`src/rtl/store_buffer.sv`:
```
// store_buffer: DEPTH-entry circular FIFO of pending doubleword stores that drains to one data-memory port.
// Define STORE_FWD_EN for store-to-load forwarding; without it, a load matching a pending store stalls.
module store_buffer #(
   parameter int DEPTH = 4,
   parameter int AW    = 64
) (
   input  logic                   clk,
   input  logic                   reset_n,
   input  logic                   st_valid,
   input  logic [AW-1:0]          st_addr,
   input  logic [63:0]            st_data,
   output logic                   st_ready,
   input  logic                   ld_valid,
   input  logic [AW-1:0]          ld_addr,
   output logic                   ld_hit,
   output logic [63:0]            ld_fwd_data,
   output logic                   ld_stall,
   output logic [AW-1:0]          mem_address,
   output logic [63:0]            mem_write_data,
   output logic                   mem_write,
   output logic                   mem_read,
   output logic [$clog2(DEPTH):0] count,
   output logic                   full,
   output logic                   empty
);

   localparam int PW = $clog2(DEPTH);
   localparam int CW = PW + 1;

   logic [AW-1:0] addr_q [DEPTH];
   logic [63:0]   data_q [DEPTH];
   logic [PW-1:0] head_q, tail_q;
   logic [CW-1:0] count_q;

   logic          match;
   logic [63:0]   match_data;
   logic [PW-1:0] idx;
   logic          enq, drain;

   assign count = count_q;
   assign full  = (count_q == CW'(DEPTH));
   assign empty = (count_q == '0);

   // Store handshake: a store transfers on a rising edge where st_valid && st_ready;
   // st_ready depends only on occupancy, and upstream holds st_valid/st_addr/st_data until then.
   assign st_ready = !full;
   assign enq      = st_valid && !full;

   // Walk oldest to youngest so the youngest matching entry wins.
   always_comb begin
      match      = 1'b0;
      match_data = '0;
      idx        = '0;
      for (int k = 0; k < DEPTH; k++) begin
         idx = head_q + PW'(k);
         if ((CW'(k) < count_q) && (addr_q[idx] == ld_addr)) begin
            match      = 1'b1;
            match_data = data_q[idx];
         end
      end
   end

`ifdef STORE_FWD_EN
   assign ld_hit      = ld_valid && match;
   assign ld_fwd_data = ld_hit ? match_data : '0;
   assign ld_stall    = 1'b0;
`else
   assign ld_hit      = 1'b0;
   assign ld_fwd_data = '0;
   assign ld_stall    = ld_valid && match;
`endif

   // A stalled load gives the port back to the drain so the matching entry can retire.
   assign drain          = !empty && (!ld_valid || ld_stall);
   assign mem_write      = drain;
   assign mem_read       = reset_n && ld_valid && !ld_stall;
   assign mem_address    = drain ? addr_q[head_q] : (mem_read ? ld_addr : '0);
   assign mem_write_data = drain ? data_q[head_q] : '0;

   always_ff @(posedge clk or negedge reset_n) begin
      if (!reset_n) begin
         head_q  <= '0;
         tail_q  <= '0;
         count_q <= '0;
      end else begin
         if (enq)
            tail_q <= tail_q + 1'b1;
         if (drain)
            head_q <= head_q + 1'b1;
         count_q <= count_q + {{(CW-1){1'b0}}, enq} - {{(CW-1){1'b0}}, drain};
      end
   end

   // Entry payloads are qualified by count, so they carry no reset.
   always_ff @(posedge clk) begin
      if (enq) begin
         addr_q[tail_q] <= st_addr;
         data_q[tail_q] <= st_data;
      end
   end

endmodule

```
`config.mk`:
```
export PLATFORM = sky130hd
export DESIGN_NAME = store_buffer
export DESIGN_NICKNAME = d
export VERILOG_FILES = /design/src/rtl/store_buffer.sv
export SDC_FILE = /design/constraint.sdc
export NUM_CORES = 1
export LEC_CHECK = 0
export ABC_AREA = 1
export ABC_CLOCK_PERIOD_IN_PS = 21000
export BUFFER_PORTS_ARGS = -buffer_cell sky130_fd_sc_hd__buf_2
export CELL_PAD_IN_SITES_DETAIL_PLACEMENT = 0
export CELL_PAD_IN_SITES_GLOBAL_PLACEMENT = 1
export CORE_UTILIZATION = 47
export DETAILED_ROUTE_END_ITERATION = 8
export GPL_ROUTABILITY_DRIVEN = 1
export PLACE_DENSITY = 0.83
export SETUP_SLACK_MARGIN = 0.4
export SYNTH_ARGS = -nofsm -noshare
export SYNTH_HDL_FRONTEND = slang
export SYNTH_SLANG_ARGS = --single-unit
```
`constraint.sdc`:
```
create_clock -name clk -period 21 [get_ports clk]
set_input_delay 3.15 -clock clk [delete_from_list [all_inputs] [get_ports clk]]
set_output_delay 3.15 -clock clk [all_outputs]
set_load 0.03 [all_outputs]
```
==> reports/results.ini, run 1 <==
[power]
power.density_nw_per_um2 = 152
leakage_nw = 15.2
finalPower_mw = 5.13
ir_worst_vdd_v = 0.000103

[timing]
fmax_mhz = 92.0
fin_skew_ns = 0.0325
tightest_slew_ns = 1.03
slew_violations = 0
period_share_pct = 51.8
post-route-min-period_ns = 10.87
tns_ns = 0
relSlewSlack_pct = 31.2
finalHoldViolations = 0
finalSetupViolCount = 0
rsz0062_at_grt = no

[finish]
areaGrowthSynthToFinish_pct = 11.7
final_cell_area_sq_um = 33800
fill_cells = 6128
drive_gt1_share_pct = 11.3
layout.cells.non_filler = 4929
multi_input_area_sq_um = 12800
mostFrequentLayoutCells = nand2_1 (1751), edfxtp_1 (512), nand3_1 (452)
layout_commonest_cell = nand2_1
regArea_sq_um = 15600
nets = 4238
utilization_pct = 53.3

[clocking]
clkTransAtPathRegs_ns = 0.07
hold_buffers = 0
cts_setup_buffers = 0
worstSkewPairLatency_ns = 0.64
cts_sinks = 519
cts_buffer_depth = 3
cts_tree = done
cts_resized = 0
cts_buffers = 57
htreeDepth = 2
cts_root_buf = clkbuf_16

[yosys]
syn_inst = 3814
netlist_area_sq_um = 30200
avgSynthCellArea_sq_um = 7.93
yosys_warnings = 0
ys_seq_area_share_pct = 51.4
synth_edf_count = 512
ys.flop_type = edfxtp_1
synth_cell_types = 28
async_flop_share_pct = 1.35
ys_ff_latch = 519

[global_route]
grt_antenna_before_repair = 27
grt_max_degree = 177
overflow = 0
grt_pass1_wl_mm = 139
grt_use_total_pct = 27.2
grt_pass1_vias = 24400

[detailed_routing]
routed-via-count = 26300
routed_wl_mm = 90.8
initialDrtViolationCount = 1742
first_pass_iters = 5
drc = 0
wl_per_cell_um = 18.4
vias_per_cell = 5.33
ant_nets = 0

[job]
cap_viol_max_count = 0

[floorplanning]
core-area_sq_um = 63300
ioPinCount = 398
die_h_um = 256
initial_utilization_pct = 47.8
rows = 92
dieArea_sq_um = 65400
die_w_um = 256

[placed_design]
io_buffers = 332
placed_area_sq_um = 32000
placedCellCount = 4820
hpwl_mm = 58.2
place.gp.congestion = 0.882

[status]
status = completed

[critical_path]
slowest_stage = buf_4
cp-start-kind = flop
crit_type = reg -> out
critPathRequiredTime_ns = 17.85
worst_setup_path_end_kind = primary output
cp_cell_sequence = inv_8 > buf_12 > nand2_2 > nand2_4 > buf_4 > nand2_1 > nand3_1 > nand2_1 > nor2_1 > nand2_1 > nor2_1 > nand2_1 > nor2_1 > nand3_1 > nand2_1 > nor2_4 > nand2_4 > buf_4 > nand2_2 > buf_4 > nor2_1 > buf_2
critical_path_arrival_ns = 7.72
cp_common_cell = nand2_1
critical-path-max-stage-delay_ns = 0.72
critPathMaxFanout = 176

[worst_hold_path]
hold_class = reg -> reg

==> critical path: cells and delay by family, from the launching register on <==
kind                   cells  cell delay (ns)
and+or+nand+nor           16             2.70
buffers and inverters      6             3.09
DFF                        1             0.70
==> layout make-up <==
class | instances | share of cell area, %
repair buffers | 360 | 5.62
inverters | 179 | 2.02
clock inverters | 31 | 0.815
well taps | 846 | 3.13
clock buffers | 69 | 4.36
flip-flops and latches | 519 | 46.1
multi-input cells | 2916 | 37.9
diodes | 9 | 0.0667
==> through the flow <==
step	setup slack, ns	hold WS (ns)
finish	10.13	0.612
global placement	10.73	0.591
CTS	9.96	0.607
detailed placement	10.66	0.591
floorplan	11.72	0.557
global route	9.53	0.638
==> path summary, 6_finish.rpt <==
check	from	endpoint	slack [ns]	cells after the start
max in group asynchronous	reset_n	head_q[0]$_DFFE_PN0P_	17.45	2
setup reg to reg	head_q[0]$_DFFE_PN0P_	count[2]$_DFF_PN0_	13.09	27
min in group asynchronous	reset_n	count[0]$_DFF_PN0_	2.79	2
hold / removal	count[0]$_DFF_PN0_	count[0]$_DFF_PN0_	0.61	1
hold reg to reg	count[0]$_DFF_PN0_	count[0]$_DFF_PN0_	0.61	1
setup / recovery	head_q[0]$_DFFE_PN0P_	mem_write_data[22]	10.13	22
==> synthesized netlist by cell type, types with 6 or more instances <==
| library cell | count | area, sq um |
|---|---|---|
| nand3b_1 | 54 | 405 |
| nand2_1 | 1751 | 6570 |
| nand3_1 | 452 | 2260 |
| o21ai_0 | 59 | 295 |
| edfxtp_1 | 512 | 15400 |
| buf_6 | 11 | 124 |
| o211ai_1 | 32 | 240 |
| buf_2 | 83 | 415 |
| nor2_1 | 195 | 732 |
| nand4_1 | 92 | 576 |
| ha_1 | 8 | 100 |
| or2_2 | 6 | 37.5 |
| inv_1 | 174 | 653 |
| dfrtp_1 | 7 | 175 |
| a221oi_1 | 64 | 561 |
| a21oi_1 | 75 | 375 |
| buf_1 | 21 | 78.8 |
| o21ai_1 | 47 | 235 |
| clkbuf_1 | 63 | 236 |
| buf_4 | 86 | 646 |
==> power breakdown <==
part | switching (mW) | leakage, nW | internal, mW
clock network | 0.419 | 0.843 | 0.524
registers | 0.0870 | 4.77 | 1.37
logic | 1.97 | 9.63 | 0.759
==> metal layers <==
layer	track usage [%]	share of wire, %	vias to the layer above	routed length (um)
met5	0	0.20	-	179
met4	9.03	2.8	30	2550
met3	5.51	7.1	175	6480
met2	47.5	49	753	44600
met1	33.5	41	12200	37000
li1	-	-	13100	-
==> cell families (layout without fill, tap and decap cells) <==
family          after synthesis  after routing  synth area share [%]
flops                       519            519                  51.4
compound gates              277            277                  5.64
other cells                   1             74                0.0124
simple gates               2562           2562                  35.2
buf+inv                     443            639                  7.18
fa+ha+maj                     9              9                 0.397
xor+xnor                      3              3                0.0869
==> state kept, by name, summed over array words and instances, names as in the netlist <==
name	cells
count	3
addr_q	256
head_q	2
tail_q	2
data_q	256
No activity file was read; power rests on OpenSTA's default activity.
==> inputs of run 2 (changes only) <==
--- a/config.mk
+++ b/config.mk
@@ -6,14 +6,14 @@
 export NUM_CORES = 1
 export LEC_CHECK = 0
 export ABC_AREA = 1
-export ABC_CLOCK_PERIOD_IN_PS = 21000
+export ABC_CLOCK_PERIOD_IN_PS = 9300
 export BUFFER_PORTS_ARGS = -buffer_cell sky130_fd_sc_hd__buf_2
 export CELL_PAD_IN_SITES_DETAIL_PLACEMENT = 0
 export CELL_PAD_IN_SITES_GLOBAL_PLACEMENT = 1
-export CORE_UTILIZATION = 47
+export CORE_UTILIZATION = 39
 export DETAILED_ROUTE_END_ITERATION = 8
 export GPL_ROUTABILITY_DRIVEN = 1
-export PLACE_DENSITY = 0.83
+export PLACE_DENSITY = 0.74
 export SETUP_SLACK_MARGIN = 0.4
 export SYNTH_ARGS = -nofsm -noshare
 export SYNTH_HDL_FRONTEND = slang
==> constraint.sdc (replaced) <==
create_clock -name clk -period 9.3 [get_ports clk]
set_input_delay 1.395 -clock clk [delete_from_list [all_inputs] [get_ports clk]]
set_output_delay 1.395 -clock clk [all_outputs]
set_load 0.03 [all_outputs]
==> reports/results.ini, run 2 (synthesis gave the netlist of run 1 again) <==
[clocking]
hold_buffers = 0
cts_buffers = 59
htreeDepth = 2
cts_root_buf = clkbuf_16
cts_setup_buffers = 0
clkTransAtPathRegs_ns = 0.06
cts_buffer_depth = 3
cts_sinks = 519
cts_tree = done
cts_resized = 0
worstSkewPairLatency_ns = 0.65

[timing]
rsz0062_at_grt = no
fin_skew_ns = 0.0306
fmax_mhz = 134
finalHoldViolations = 0
period_share_pct = 80.1
finalSetupViolCount = 0
slew_violations = 0
relSlewSlack_pct = 33.5
tightest_slew_ns = 0.998
tns_ns = 0
post-route-min-period_ns = 7.45

[critical_path]
cp_top_family = buffers and inverters
reg2reg_to = count[2]$_DFF_PN0_
critical_path_arrival_ns = 6.05
critPathMaxFanout = 189
rrSetupSlack_ns = 3.69
cp_common_cell = nand2_1
cp_cell_sequence = buf_4 > buf_12 > o21ai_0 > nand2_1 > nand2_1 > nand2_1 > nand2_1 > nor2_1 > nand2_1 > nor2_1 > nand2_1 > nor2_1 > nand3_1 > nand2_1 > nor2_4 > nand2_4 > buf_4 > nand3_1 > nand2_1 > buf_2
worst_setup_path_end_kind = primary output
reg2reg_depth = 24
crit_type = reg -> out
cp-start-kind = flop
critPathRequiredTime_ns = 7.91
cp_num_buf_inv = 4
slowest_stage = dfrtp_4
critical-path-max-stage-delay_ns = 0.78
r2r-start = head_q[0]$_DFFE_PN0P_

[global_route]
grt_antenna_before_repair = 21
grt_pass1_vias = 25100
grt_max_degree = 191
grt_pass1_wl_mm = 144
overflow = 0
grt_use_total_pct = 23.9

[worst_hold_path]
min_to = tail_q[1]$_DFFE_PN0P_
whs_path_depth = 2
hold_start = tail_q[1]$_DFFE_PN0P_
hold_class = reg -> reg

[detailed_routing]
routed-via-count = 26400
wl_per_cell_um = 18.6
routed_wl_mm = 95.0
vias_per_cell = 5.16
initialDrtViolationCount = 1881
first_pass_iters = 6
drc = 0
ant_nets = 0

[job]
cap_viol_max_count = 0

[finish]
areaGrowthSynthToFinish_pct = 13.4
fill_cells = 7651
final_cell_area_sq_um = 34300
mostFrequentLayoutCells = nand2_1 (1751), edfxtp_1 (512), nand3_1 (452)
layout_commonest_cell = nand2_1
drive_gt1_share_pct = 11.4
utilization_pct = 44.9
multi_input_area_sq_um = 12800
regArea_sq_um = 15600
nets = 4239

[power]
ir_worst_vdd_v = 0.000274
leakage_nw = 15.4
power.density_nw_per_um2 = 347

[placed_design]
io_buffers = 332
placed_area_sq_um = 32300
hpwl_mm = 61.1
place.gp.congestion = 0.864

[floorplanning]
rows = 101
die_h_um = 280
core-area_sq_um = 76300
ioPinCount = 398
initial_utilization_pct = 39.6
dieArea_sq_um = 78600
die_w_um = 280

[status]
status = completed

-- run 2: final cells by class --
type	instances	area share, %
well taps	1030	3.76
multi-input cells	2916	37.4
flip-flops and latches	519	45.4
repair buffers	359	5.74
clock buffers	71	4.44
clock inverters	35	1.29
diodes	5	0.0365
inverters	179	1.99
-- run 2: per-layer routing --
metal	vias up	share of wire, %	global-route usage, %
met2	771	49	41.9
met1	12300	43	30.4
met5	-	0.074	0
met3	146	5.7	3.67
li1	13100	-	-
met4	12	2.7	7.03
-- run 2: worst max path at each step --
stage | startpoint | endpoint | slack [ns] | cells after the start
finish | head_q[0]$_DFFE_PN0P_ | mem_address[5] | 1.85 | 20
global route | head_q[0]$_DFFE_PN0P_ | mem_address[5] | 1.49 | 20
CTS | head_q[0]$_DFFE_PN0P_ | mem_address[33] | 1.87 | 20
detailed placement | head_q[0]$_DFFE_PN0P_ | mem_address[33] | 2.55 | 20
global placement | head_q[0]$_DFFE_PN0P_ | mem_address[33] | 2.50 | 20
floorplan | st_valid | addr_q[0][0]$_DFFE_PP_ | 1.78 | 2
-- run 2: tightest hold or removal path: cells and delay by family, from the launching register on --
| family | cells | cell delay [ns] |
|---|---|---|
| buffers and inverters | 1 | 0.10 |
| AOI/OAI and AO/OA | 1 | 0.07 |
| DFF | 1 | 0.40 |
-- run 2: through the flow --
stage	hold slack (ns)	worst slack [ns]	instances	total power [mW]
floorplan	0.557	1.78	3878	8.00
CTS	0.613	1.87	5109	12.0
finish	0.609	1.85	5114	11.9
global placement	0.604	2.50	5003	9.61
detailed placement	0.604	2.55	5003	9.61
global route	0.650	1.49	5110	12.9
-- run 2: report_power, final --
group	internal, mW	switching, mW	total, mW
Clock	1.39	0.967	2.36
Sequential	3.09	0.204	3.30
Combinational	1.75	4.49	6.23
==> inputs of run 3 (changes only) <==
--- a/config.mk
+++ b/config.mk
@@ -6,14 +6,14 @@
 export NUM_CORES = 1
 export LEC_CHECK = 0
 export ABC_AREA = 1
-export ABC_CLOCK_PERIOD_IN_PS = 9300
+export ABC_CLOCK_PERIOD_IN_PS = 7500
 export BUFFER_PORTS_ARGS = -buffer_cell sky130_fd_sc_hd__buf_2
 export CELL_PAD_IN_SITES_DETAIL_PLACEMENT = 0
 export CELL_PAD_IN_SITES_GLOBAL_PLACEMENT = 1
-export CORE_UTILIZATION = 39
+export CORE_UTILIZATION = 44
 export DETAILED_ROUTE_END_ITERATION = 8
 export GPL_ROUTABILITY_DRIVEN = 1
-export PLACE_DENSITY = 0.74
+export PLACE_DENSITY = 0.79
 export SETUP_SLACK_MARGIN = 0.4
 export SYNTH_ARGS = -nofsm -noshare
 export SYNTH_HDL_FRONTEND = slang
==> constraint.sdc (replaced) <==
create_clock -name clk -period 7.5 [get_ports clk]
set_input_delay 1.125 -clock clk [delete_from_list [all_inputs] [get_ports clk]]
set_output_delay 1.125 -clock clk [all_outputs]
set_load 0.03 [all_outputs]
==> reports/results.ini, run 3 (synthesis gave the netlist of run 1 again) <==
[placed_design]
placedCellCount = 4857
io_buffers = 332
placed_area_sq_um = 32200
place.gp.congestion = 0.886
hpwl_mm = 62.5

[floorplanning]
initial_utilization_pct = 44.7
core-area_sq_um = 67600
die_w_um = 264
rows = 95
ioPinCount = 398
die_h_um = 264
dieArea_sq_um = 69800

[power]
power.density_nw_per_um2 = 431
power_frac_comb_pct = 53.1
ir_worst_vdd_v = 0.000277
finalPower_mw = 14.7
leakage_nw = 15.4
clockPowerShare_pct = 19.1
seqPwrFrac_pct = 27.8
p_int_mw = 7.66
p_sw_mw = 7.03
sw_frac_of_total_pct = 47.8

[timing]
finalHoldViolations = 0
tightest_slew_ns = 1.07
fin_skew_ns = 0.0346
period_share_pct = 86.0
relSlewSlack_pct = 28.4
post-route-min-period_ns = 6.45
fmax_mhz = 155
slew_violations = 0
tns_ns = 0
rsz0062_at_grt = no
finalSetupViolCount = 0

[worst_hold_path]
hold_class = reg -> reg

[finish]
utilization_pct = 50.4
mostFrequentLayoutCells = nand2_1 (1751), edfxtp_1 (512), nand3_1 (452)
nets = 4249
final_cell_area_sq_um = 34100
layout.cells.non_filler = 4976
layout_commonest_cell = nand2_1
drive_gt1_share_pct = 11.6
areaGrowthSynthToFinish_pct = 12.7

[global_route]
grt_use_total_pct = 26.2
grt_pass1_vias = 24800
grt_max_degree = 131
overflow = 0
grt_antenna_before_repair = 29
grt_pass1_wl_mm = 141

[clocking]
cts_tree = done
hold_buffers = 0
worstSkewPairLatency_ns = 0.64
cts_sinks = 519
cts_buffer_depth = 3
cts_buffers = 58
cts_setup_buffers = 0
cts_root_buf = clkbuf_16
htreeDepth = 2
clkTransAtPathRegs_ns = 0.06
cts_resized = 0

[detailed_routing]
ant_nets = 0
initialDrtViolationCount = 1906
routed-via-count = 26500
drc = 0
vias_per_cell = 5.32
wl_per_cell_um = 18.6
first_pass_iters = 5
routed_wl_mm = 92.7

[job]
cap_viol_max_count = 0

[critical_path]
critical_path_arrival_ns = 5.33
crit_type = reg -> out
critPathRequiredTime_ns = 6.38
worst_setup_path_end_kind = primary output
cp-start-kind = flop
critPathMaxFanout = 68

[status]
status = completed

## run 3: critical path, cell delays in order (launching register included)
cell and delay (ns):
dfrtp_4 0.68, buf_4 0.53, buf_4 0.79, nand3_1 0.20, nand2_1 0.23, nand2_1 0.08, nand2_1 0.06, nor2_1 0.04
nand2_1 0.08, nor2_1 0.05, nand2_1 0.15, nor2_1 0.07, nand3_1 0.06, nand2_1 0.10, nor2_4 0.19, buf_4 0.74
nand4_1 0.15, nand2_1 0.18, buf_2 0.22
## run 3: layout make-up
class / count / area (sq um)
clock buffer: 71 / 1500
timing repair buffer: 370 / 2040
antenna: 13 / 32.5
inverter: 179 / 682
tap: 873 / 1090
sequential: 519 / 15600
clock inverter: 35 / 375
multi-input combinational: 2916 / 12800
fill: 6582 / 33500
## run 3: power by group through the flow
stage	sequential (mW)	clock, mW	combinational (mW)
floorplan	4.15	0	5.77
global placement	4.12	0	7.79
detailed placement	4.14	0	7.80
CTS	4.08	2.86	7.83
global route	4.14	2.96	8.74
finish	4.08	2.81	7.80
## run 3: per-layer routing
layer,wire length [um],part of all wire [%],vias up,GRT usage (%)
met1,38800,42,12300,33.2
met5,198,0.21,-,0
met4,2540,2.7,28,8.66
met3,6910,7.5,155,5.41
li1,-,-,13200,-
met2,44200,48,860,44.5
## run 3: path summary, 6_finish.rpt
| check | slack (ns) | to | startpoint | cells after the start |
|---|---|---|---|---|
| max in group asynchronous | 6.16 | head_q[1]$_DFFE_PN0P_ | reset_n | 1 |
| hold reg to reg | 0.61 | tail_q[1]$_DFFE_PN0P_ | tail_q[1]$_DFFE_PN0P_ | 2 |
| hold / removal | 0.61 | tail_q[1]$_DFFE_PN0P_ | tail_q[1]$_DFFE_PN0P_ | 2 |
| min in group asynchronous | 0.64 | count[2]$_DFF_PN0_ | reset_n | 1 |
| setup / recovery | 1.05 | mem_address[62] | head_q[1]$_DFFE_PN0P_ | 18 |
| setup reg to reg | 1.89 | count[2]$_DFF_PN0_ | head_q[1]$_DFFE_PN0P_ | 24 |
## run 3: metrics by stage
step,hold WS [ns],setup slack [ns]
5_1_grt,0.653,0.742
3_5_place_dp,0.614,1.78
2_1_floorplan,0.557,0.150
3_3_place_gp,0.597,1.80
6_report,0.610,1.05
4_1_cts,0.615,1.09
